$ cat src/rtl/calculator_arbiter.sv
// calculator_arbiter
//   Shares one calculator ALU between two instruction requesters. A
//   round-robin grant picks one requester per cycle. The decoded fields are
//   registered onto the ALU inputs in the issue stage. The ALU result is
//   captured in the response stage and returned on the owner's channel.
//   Both stages stall when the owner's Resp_Ready is low.
//
// Ports
//   CLK, Reset                      clock, async active-high reset
//   Req_Valid_k / Req_Instruction_k requester k instruction channel
//   Req_Ready_k                     requester k accepted this cycle
//   Alu_Operation/_Operand_1/_2     registered fields to the ALU
//   Alu_Result                      combinational ALU result
//   Resp_Valid_k / Resp_Ready_k     requester k response handshake
//   Resp_Result                     shared response data
//   Busy                            issue or response stage occupied
//
// Build option
//   CALC_ARB_FIXED_PRIORITY_EN : requester 0 always wins contention.
//   Last_Grant is still kept and reset, but it is unused.

module calculator_arbiter #(
  parameter int DATA_WIDTH = 18
) (
  input  logic                  CLK,
  input  logic                  Reset,
  input  logic                  Req_Valid_0,
  input  logic                  Req_Valid_1,
  input  logic [DATA_WIDTH-1:0] Req_Instruction_0,
  input  logic [DATA_WIDTH-1:0] Req_Instruction_1,
  output logic                  Req_Ready_0,
  output logic                  Req_Ready_1,
  output logic [1:0]            Alu_Operation,
  output logic [7:0]            Alu_Operand_1,
  output logic [7:0]            Alu_Operand_2,
  input  logic [DATA_WIDTH-1:0] Alu_Result,
  output logic                  Resp_Valid_0,
  output logic                  Resp_Valid_1,
  output logic [DATA_WIDTH-1:0] Resp_Result,
  input  logic                  Resp_Ready_0,
  input  logic                  Resp_Ready_1,
  output logic                  Busy
);

  localparam int NUM_REQ = 2;

  typedef struct packed {
    logic [1:0] op;
    logic [7:0] op1;
    logic [7:0] op2;
  } alu_req_t;

  logic [NUM_REQ-1:0]                 req_vld, req_rdy, rsp_rdy, grant;
  logic [NUM_REQ-1:0][DATA_WIDTH-1:0] req_ins;

  assign req_vld = {Req_Valid_1, Req_Valid_0};
  assign req_ins = {Req_Instruction_1, Req_Instruction_0};
  assign rsp_rdy = {Resp_Ready_1, Resp_Ready_0};

  logic                  iss_vld_q, iss_vld_d;
  logic                  iss_own_q, iss_own_d;
  alu_req_t              iss_q, iss_d;
  logic                  rsp_vld_q, rsp_vld_d;
  logic                  rsp_own_q, rsp_own_d;
  logic [DATA_WIDTH-1:0] rsp_res_q, rsp_res_d;
  logic                  last_grant_q, last_grant_d;

  logic                  rsp_accept, issue_adv, slot_free;
  logic                  acc, acc_own;
  logic [DATA_WIDTH-1:0] acc_ins;

  always_comb begin
    rsp_accept = rsp_vld_q & rsp_rdy[rsp_own_q];
    issue_adv  = iss_vld_q & (~rsp_vld_q | rsp_accept);
    slot_free  = ~iss_vld_q | issue_adv;
  end

`ifdef CALC_ARB_FIXED_PRIORITY_EN
  assign grant[0] = req_vld[0];
  assign grant[1] = req_vld[1] & ~req_vld[0];
`else
  // On contention, the requester that did not win last time is granted.
  assign grant[0] = req_vld[0] & (~req_vld[1] | last_grant_q);
  assign grant[1] = req_vld[1] & (~req_vld[0] | ~last_grant_q);
`endif

  // Reset gating keeps Req_Ready low even while the empty stages look free.
  assign req_rdy = grant & {NUM_REQ{slot_free & ~Reset}};
  assign acc     = |(req_vld & req_rdy);
  assign acc_own = req_rdy[1];
  assign acc_ins = req_ins[acc_own];

  always_comb begin
    iss_vld_d    = iss_vld_q;
    iss_own_d    = iss_own_q;
    iss_d        = iss_q;
    rsp_vld_d    = rsp_vld_q;
    rsp_own_d    = rsp_own_q;
    rsp_res_d    = rsp_res_q;
    last_grant_d = last_grant_q;

    if (rsp_accept) rsp_vld_d = 1'b0;
    if (issue_adv) begin
      rsp_vld_d = 1'b1;
      rsp_own_d = iss_own_q;
      rsp_res_d = Alu_Result;
      iss_vld_d = 1'b0;
    end
    // A new accept refills the issue stage in the same cycle as it drains.
    if (acc) begin
      iss_vld_d    = 1'b1;
      iss_own_d    = acc_own;
      iss_d.op     = acc_ins[DATA_WIDTH-1 -: 2];
      iss_d.op1    = acc_ins[15:8];
      iss_d.op2    = acc_ins[7:0];
      last_grant_d = acc_own;
    end
  end

  always_ff @(posedge CLK or posedge Reset) begin
    if (Reset) begin
      iss_vld_q    <= 1'b0;
      iss_own_q    <= 1'b0;
      iss_q        <= '0;
      rsp_vld_q    <= 1'b0;
      rsp_own_q    <= 1'b0;
      rsp_res_q    <= '0;
      last_grant_q <= 1'b1;
    end else begin
      iss_vld_q    <= iss_vld_d;
      iss_own_q    <= iss_own_d;
      iss_q        <= iss_d;
      rsp_vld_q    <= rsp_vld_d;
      rsp_own_q    <= rsp_own_d;
      rsp_res_q    <= rsp_res_d;
      last_grant_q <= last_grant_d;
    end
  end

  assign Req_Ready_0   = req_rdy[0];
  assign Req_Ready_1   = req_rdy[1];
  assign Alu_Operation = iss_q.op;
  assign Alu_Operand_1 = iss_q.op1;
  assign Alu_Operand_2 = iss_q.op2;
  assign Resp_Valid_0  = rsp_vld_q & ~rsp_own_q;
  assign Resp_Valid_1  = rsp_vld_q & rsp_own_q;
  assign Resp_Result   = rsp_res_q;
  assign Busy          = iss_vld_q | rsp_vld_q;

endmodule

$ cat config.mk
export PLATFORM = sky130hd
export DESIGN_NAME = calculator_arbiter
export DESIGN_NICKNAME = d
export VERILOG_FILES = /design/src/rtl/calculator_arbiter.sv
export SDC_FILE = /design/constraint.sdc
export NUM_CORES = 1
export LEC_CHECK = 0
export BUFFER_PORTS_ARGS = -buffer_cell sky130_fd_sc_hd__buf_2
export CORE_UTILIZATION = 44
export DETAILED_ROUTE_END_ITERATION = 6
export HOLD_SLACK_MARGIN = 0.02
export MAX_ROUTING_LAYER = met4
export PLACE_DENSITY = 0.79
export SYNTH_ARGS = -nofsm -noshare
export SYNTH_HDL_FRONTEND = slang
export SYNTH_SLANG_ARGS = --single-unit
$ cat constraint.sdc
create_clock -name CLK -period 2.8 [get_ports CLK]
set_input_delay 0.56 -clock CLK [delete_from_list [all_inputs] [get_ports CLK]]
set_output_delay 0.56 -clock CLK [all_outputs]
set_load 0.02 [all_outputs]
==> results of run 1 <==
Yosys cell counts (2+ instances only):
cell type and instances:
dfrtp_1 40, buf_6 2, o32ai_1 18, nor2_1 2, a2bb2oi_1 8, a2bb2oi_2 10
clkbuf_1 6, mux2_2 20
final cells by class:
class | instances | area (um^2)
Inverter | 2 | 11.3
Clock inverter | 1 | 30.0
Clock buffer | 7 | 86.3
Sequential cell | 41 | 1030
Timing Repair Buffer | 104 | 531
Tap cell | 50 | 62.6
Multi-Input combinational cell | 75 | 763
Fill cell | 335 | 1520
flip-flops by register name, indices dropped and copies added, names as in the netlist:
register,count
iss_vld_q,1
Alu_Operand_2,8
iss_own_q,1
rsp_vld_q,1
Resp_Result,18
rsp_own_q,1
last_grant_q,1
Alu_Operation,2
Alu_Operand_1,8
metal layers:
layer,routed length (um),vias up
met4,35,0
met5,0,-
met3,350,4
met2,1840,77
li1,-,707
met1,1810,726
worst reg2reg max path, delay by kind of cell (launching register included):
kind               cells  cell delay (ns)
AOI/OAI and AO/OA      1             0.77
muxes                  2             0.65
DFF                    1             0.43
final timing paths:
path,from,endpoint,slack [ns],depth (start not counted)
min in group CLK,Alu_Result[1],Resp_Result[1],0.50,2
worst min register to register,Resp_Result[9],Resp_Result[9],0.51,1
worst min-delay path,Reset,rsp_vld_q,0.47,3
max in group asynchronous,Reset,last_grant_q,1.96,3
worst max register to register,rsp_own_q,Resp_Result[6],0.83,3
worst max-delay path,rsp_own_q,Req_Ready_0,0.48,4
power by group:
| group | switching (W) | leakage (nW) | total (W) | internal (W) |
|---|---|---|---|---|
| Combinational | 0.000606 | 0.624 | 0.00110 | 0.000492 |
| Clock | 0.000192 | 0.0585 | 0.000482 | 0.000290 |
| Sequential | 0.000148 | 0.461 | 0.000981 | 0.000833 |
per-stage QoR:
stage                     power [W]  area [um^2]  instances  setup slack [ns]
final                       0.00256         2510        280             0.478
after CTS                   0.00259         2510        280             0.488
after global routing        0.00271         2510        280             0.333
after detailed placement    0.00210         2390        272             0.656
after floorplan             0.00174         1860        128             0.416
after global placement      0.00207         2390        272             0.686
kinds of logic after synthesis:
family	after synthesis	share of synthesized area, %
AOI/OAI and AO/OA	46	25.8
buffers and inverters	12	3.51
DFF	41	55.5
muxes	21	12.9
and+or+nand+nor	8	2.30
==> flow_metrics.py, run 1 <==
metrics = {
    "setup_path": {
        "crit_arrival_ns": 1.76,
        "cp_num_buf_inv": 1,
        "cp_top_family": "flip-flops",
        "setup.worst_path.start_class": "register",
        "required_ns": 2.24,
        "crit_path_max_incr_delay_ns": 0.43,
        "path_class": "register to output pin",
        "cp_slowest_cell": "dfrtp_1",
        "worstPathCellList": "mux2_2, o21ai_0, nor3_1, buf_2",
        "worstSetupEndpointType": "output pin",
        "crit_fanout": 5,
    },
    "sta": {
        "post-route-period-util_pct": 82.9,
        "hold_viol_final": 0,
        "setup_viol": 0,
        "maxSlewViolCount": 0,
        "fin_setup_tns_ns": 0,
        "fmax_mhz": 431,
        "worstMarginPinSlew_ns": 1.15,
        "relSlewSlack_pct": 23.3,
        "rsz0062_at_grt": "false",
        "whs_ns": 0.469,
        "skew_ns": 0.00599,
        "fin_crit_ns": 2.32,
    },
    "synth": {
        "synth_seq_cells": 41,
        "ys_types": 30,
        "yosys.area.top_type": "dfrtp_1",
        "ys_seq_area_share_pct": 55.5,
        "synth_warnings": 0,
        "synthTopCellsByArea": "dfrtp_1 (54%), mux2_2 (12%), o32ai_1 (8.5%), a2bb2oi_2 (8.1%), a2bb2oi_1 (3.8%)",
        "synth_top_area_share_pct": 54.1,
        "synthFlopType": "dfrtp_1",
        "synth_area_per_cell_um2": 14.5,
        "synthCells": 128,
        "netlist_area_um2": 1850,
        "synth-edff-count": 0,
        "synth-async-reset-ratio_pct": 100,
        "syn_nets": 188,
    },
    "drt": {
        "dr_total_vias": 1514,
        "ant_nets": 0,
        "first_iter_violations": 63,
        "drt_wl_total_um": 4030,
        "drc": 0,
        "drt_first_pass_iters": 4,
        "via_per_inst": 5.41,
        "post_drt_wl_per_cell_um": 14.4,
    },
    "power_and_ir_drop": {
        "vdd_ir_drop_max_mv": 0.547,
        "powerDensity_nw_per_um2": 1020,
        "p_leak_nw": 1.14,
    },
    "layout": {
        "syn_to_final_growth_pct": 35.6,
        "nets": 289,
        "final_cell_mix": "buf_2 (100), dfrtp_1 (40), mux2_2 (20)",
        "layout-drive-gt1-share_pct": 64.8,
        "layout.cells.most_common": "buf_2",
        "fin_util_pct": 62.3,
        "n_antenna_cell": 0,
    },
    "cts": {
        "cts_tree": "yes",
        "clk_path_buf_depth": 2,
        "numCtsBuffers": 5,
        "numClockSinks": 41,
        "clk_pin_slew_ns": 0.08,
        "cts-root-buf": "clkbuf_8",
        "cts_hold_buffers": 0,
        "cts_setup_buffers": 0,
        "ctsResizeCount": 0,
        "clk_latency_ns": 0.29,
        "h-tree-depth": 2,
    },
    "global_routing": {
        "track_usage_pct": 19.2,
        "grt_pass1_vias": 1337,
        "grt_pass1_wl_um": 6130,
        "globalRouteMet2Util_pct": 28.7,
        "grt_max_degree": 43,
        "met1_usage_pct": 25.1,
        "grt_overflow_total": 0,
        "antenna_found_initial": 0,
        "busiest_layer": "met2",
        "met3_usage_pct": 6.16,
    },
    "floorplanning": {
        "initial_core_util_pct": 46.0,
        "rows": 23,
        "ioPinCount": 101,
        "core_area_um2": 4030,
        "dieArea_um2": 4470,
        "die_y_um": 66.9,
        "dieWidth_um": 66.9,
    },
    "worst_hold_path": {
        "holdCritPathClass": "primary input to async pin",
    },
    "outcome": {
        "status": "complete, no violations",
    },
    "flow_run": {
        "cap_violations": 0,
    },
    "place": {
        "place_congestion": 0.713,
        "dp_hpwl_um": 2930,
        "port_buffers": 100,
    },
}
Note: power is estimated with default switching activity, not from simulation.
==> inputs of run 2 (changes only) <==
--- a/config.mk
+++ b/config.mk
@@ -6,11 +6,11 @@
 export NUM_CORES = 1
 export LEC_CHECK = 0
 export BUFFER_PORTS_ARGS = -buffer_cell sky130_fd_sc_hd__buf_2
-export CORE_UTILIZATION = 44
+export CORE_UTILIZATION = 40
 export DETAILED_ROUTE_END_ITERATION = 6
 export HOLD_SLACK_MARGIN = 0.02
 export MAX_ROUTING_LAYER = met4
-export PLACE_DENSITY = 0.79
+export PLACE_DENSITY = 0.76
 export SYNTH_ARGS = -nofsm -noshare
 export SYNTH_HDL_FRONTEND = slang
 export SYNTH_SLANG_ARGS = --single-unit
==> constraint.sdc (replaced) <==
create_clock -name CLK -period 2.1 [get_ports CLK]
set_input_delay 0.42 -clock CLK [delete_from_list [all_inputs] [get_ports CLK]]
set_output_delay 0.42 -clock CLK [all_outputs]
set_load 0.02 [all_outputs]
==> run 2 against run 1 <==
- combinational power up 35%
- via count down 2.2%
- cell area down 0.40%
- global-route usage down 1.6 points
- sequential power up 34%
- cell count up 1.1%
- clock-buffer cell count up 1
- clock power about the same
- largest power group unchanged
- register-to-register slack worse by 0.67 ns
- highest routed layer unchanged
- sequential share of layout area up 0.16 points
- non-clock buffer count up 1
- routed wire length down 2.3%
==> flow_metrics.py, run 2 (synthesis gave the netlist of run 1 again) <==
metrics = {
    "sta": {
        "rsz0062_at_grt": "false",
        "worst_slack_ns": 0.123,
        "worstMarginPinSlew_ns": 1.06,
        "post-route-period-util_pct": 94.1,
        "skew_ns": 0.00715,
        "whs_ns": 0.342,
        "setup_viol": 0,
        "fin_setup_tns_ns": 0,
        "fin_crit_ns": 1.98,
        "fmax_mhz": 506,
        "hold_viol_final": 0,
        "relSlewSlack_pct": 29.5,
        "maxSlewViolCount": 0,
    },
    "global_routing": {
        "grt_overflow_total": 0,
        "grt_max_degree": 43,
        "track_usage_pct": 17.6,
        "antenna_found_initial": 0,
        "grt_pass1_wl_um": 6630,
        "grt_pass1_vias": 1457,
    },
    "layout": {
        "layout-drive-gt1-share_pct": 64.9,
        "fin_area_um2": 2500,
        "final_cell_mix": "buf_2 (100), dfrtp_1 (40), mux2_2 (20)",
        "nets": 290,
        "n_antenna_cell": 0,
        "fillerInstances": 369,
        "syn_to_final_growth_pct": 35.1,
        "largest_register_ffs": 18,
        "layout.cells.most_common": "buf_2",
    },
    "setup_path": {
        "crit_fanout": 5,
        "cp_slowest_cell": "dfrtp_1",
        "crit_cells": 4,
        "crit_end": "Req_Ready_1",
        "cp_top_family": "flip-flops",
        "worstPathCellList": "mux2_2, o21ai_2, nor2_1, buf_2",
        "r2r-start": "rsp_own_q",
        "crit_arrival_ns": 1.56,
        "required_ns": 1.68,
        "setup.worst_path.start_class": "register",
        "path_class": "register to output pin",
        "startpoint": "rsp_own_q",
        "r2r_end": "Alu_Operand_1[7]",
        "worstSetupEndpointType": "output pin",
        "cp_num_buf_inv": 1,
        "r2r_slack_ns": 0.16,
        "r2r_cells": 3,
        "crit_path_max_incr_delay_ns": 0.43,
    },
    "outcome": {
        "status": "complete, no violations",
    },
    "flow_run": {
        "cap_violations": 0,
    },
    "power_and_ir_drop": {
        "power_w": 0.00327,
        "p_leak_nw": 1.14,
        "vdd_ir_drop_max_mv": 0.531,
        "powerDensity_nw_per_um2": 1310,
    },
    "cts": {
        "numClockSinks": 41,
        "clk_path_buf_depth": 2,
        "clk_latency_ns": 0.29,
        "clk_pin_slew_ns": 0.07,
        "cts_hold_buffers": 0,
        "h-tree-depth": 2,
        "numCtsBuffers": 5,
        "cts_tree": "yes",
        "cts-root-buf": "clkbuf_8",
    },
    "floorplanning": {
        "dieWidth_um": 70.0,
        "core_area_um2": 4410,
        "dieArea_um2": 4910,
        "die_y_um": 70.0,
        "ioPinCount": 101,
        "initial_core_util_pct": 42.0,
        "rows": 24,
    },
    "place": {
        "dp_slack_ns": 0.0609,
        "place_congestion": 0.717,
        "port_buffers": 100,
        "dp_hpwl_um": 2940,
        "postPlaceCellArea_um2": 2410,
    },
    "drt": {
        "via_per_inst": 5.23,
        "ant_nets": 0,
        "drt_wl_total_um": 3940,
        "first_iter_violations": 73,
        "post_drt_wl_per_cell_um": 13.9,
        "drc": 0,
        "drt_first_pass_iters": 4,
        "dr_total_vias": 1481,
    },
    "worst_hold_path": {
        "holdCritPathClass": "primary input to async pin",
    },
}
==> run 2: cell types whose count changed in the layout (fill, tap and decap cells not counted), sizes merged <==
cell / change
buf: +1
bufinv: -1
clkbuf: +1
==> run 2: worst min-delay path by stage <==
| stage | from | end | cells past startpoint |
|---|---|---|---|
| final | Reset | Alu_Operand_2[1] | 3 |
| after global routing | Alu_Result[11] | Resp_Result[11] | 2 |
| after CTS | Reset | Alu_Operand_2[1] | 3 |
| after detailed placement | Resp_Result[5] | Resp_Result[5] | 1 |
| after global placement | Resp_Result[15] | Resp_Result[15] | 1 |
| after floorplan | Reset | Alu_Operand_1[0] | 1 |
==> run 2: through the flow <==
stage / util [%] / instances
after floorplan: - / 128
after global placement: 54.6 / 275
after detailed placement: 54.6 / 275
after CTS: 56.4 / 283
after global routing: 56.7 / 283
final: 56.7 / 283
==> run 2: metal layers <==
| metal | part of all wire [%] | up-vias | track usage (%) |
|---|---|---|---|
| met5 | 0 | - | - |
| met4 | 1.1 | 0 | 5.33 |
| met3 | 8.3 | 6 | 4.91 |
| met2 | 49 | 69 | 29.7 |
| met1 | 42 | 696 | 20.5 |
| li1 | - | 710 | - |
==> run 2: final cells by class <==
cell class | count | area (um^2) | area share (%)
Clock buffer | 8 | 80.1 | 3.20
Inverter | 2 | 11.3 | 0.450
Multi-Input combinational cell | 75 | 779 | 31.2
Sequential cell | 41 | 1030 | 41.1
Tap cell | 52 | 65.1 | 2.60
Timing Repair Buffer | 105 | 538 | 21.5
==> run 2: power breakdown <==
group          total [W]  internal [W]  switching, W
combinational    0.00148      0.000669      0.000807
clock           0.000484      0.000236      0.000248
sequential       0.00131       0.00111      0.000200
total            0.00327       0.00202       0.00125
==> run 2: repair_timing <==
action	4_1_cts	5_1_grt
setup endpoints to repair	2	21
resized for setup	1	2
setup buffers	0	0
==> run 2: worst register-to-register path: stages (launching register included) <==
cell and delay [ns]:
dfrtp_1 0.43, mux2i_2 0.24, a311oi_4 0.96, a2bb2oi_1 0.23
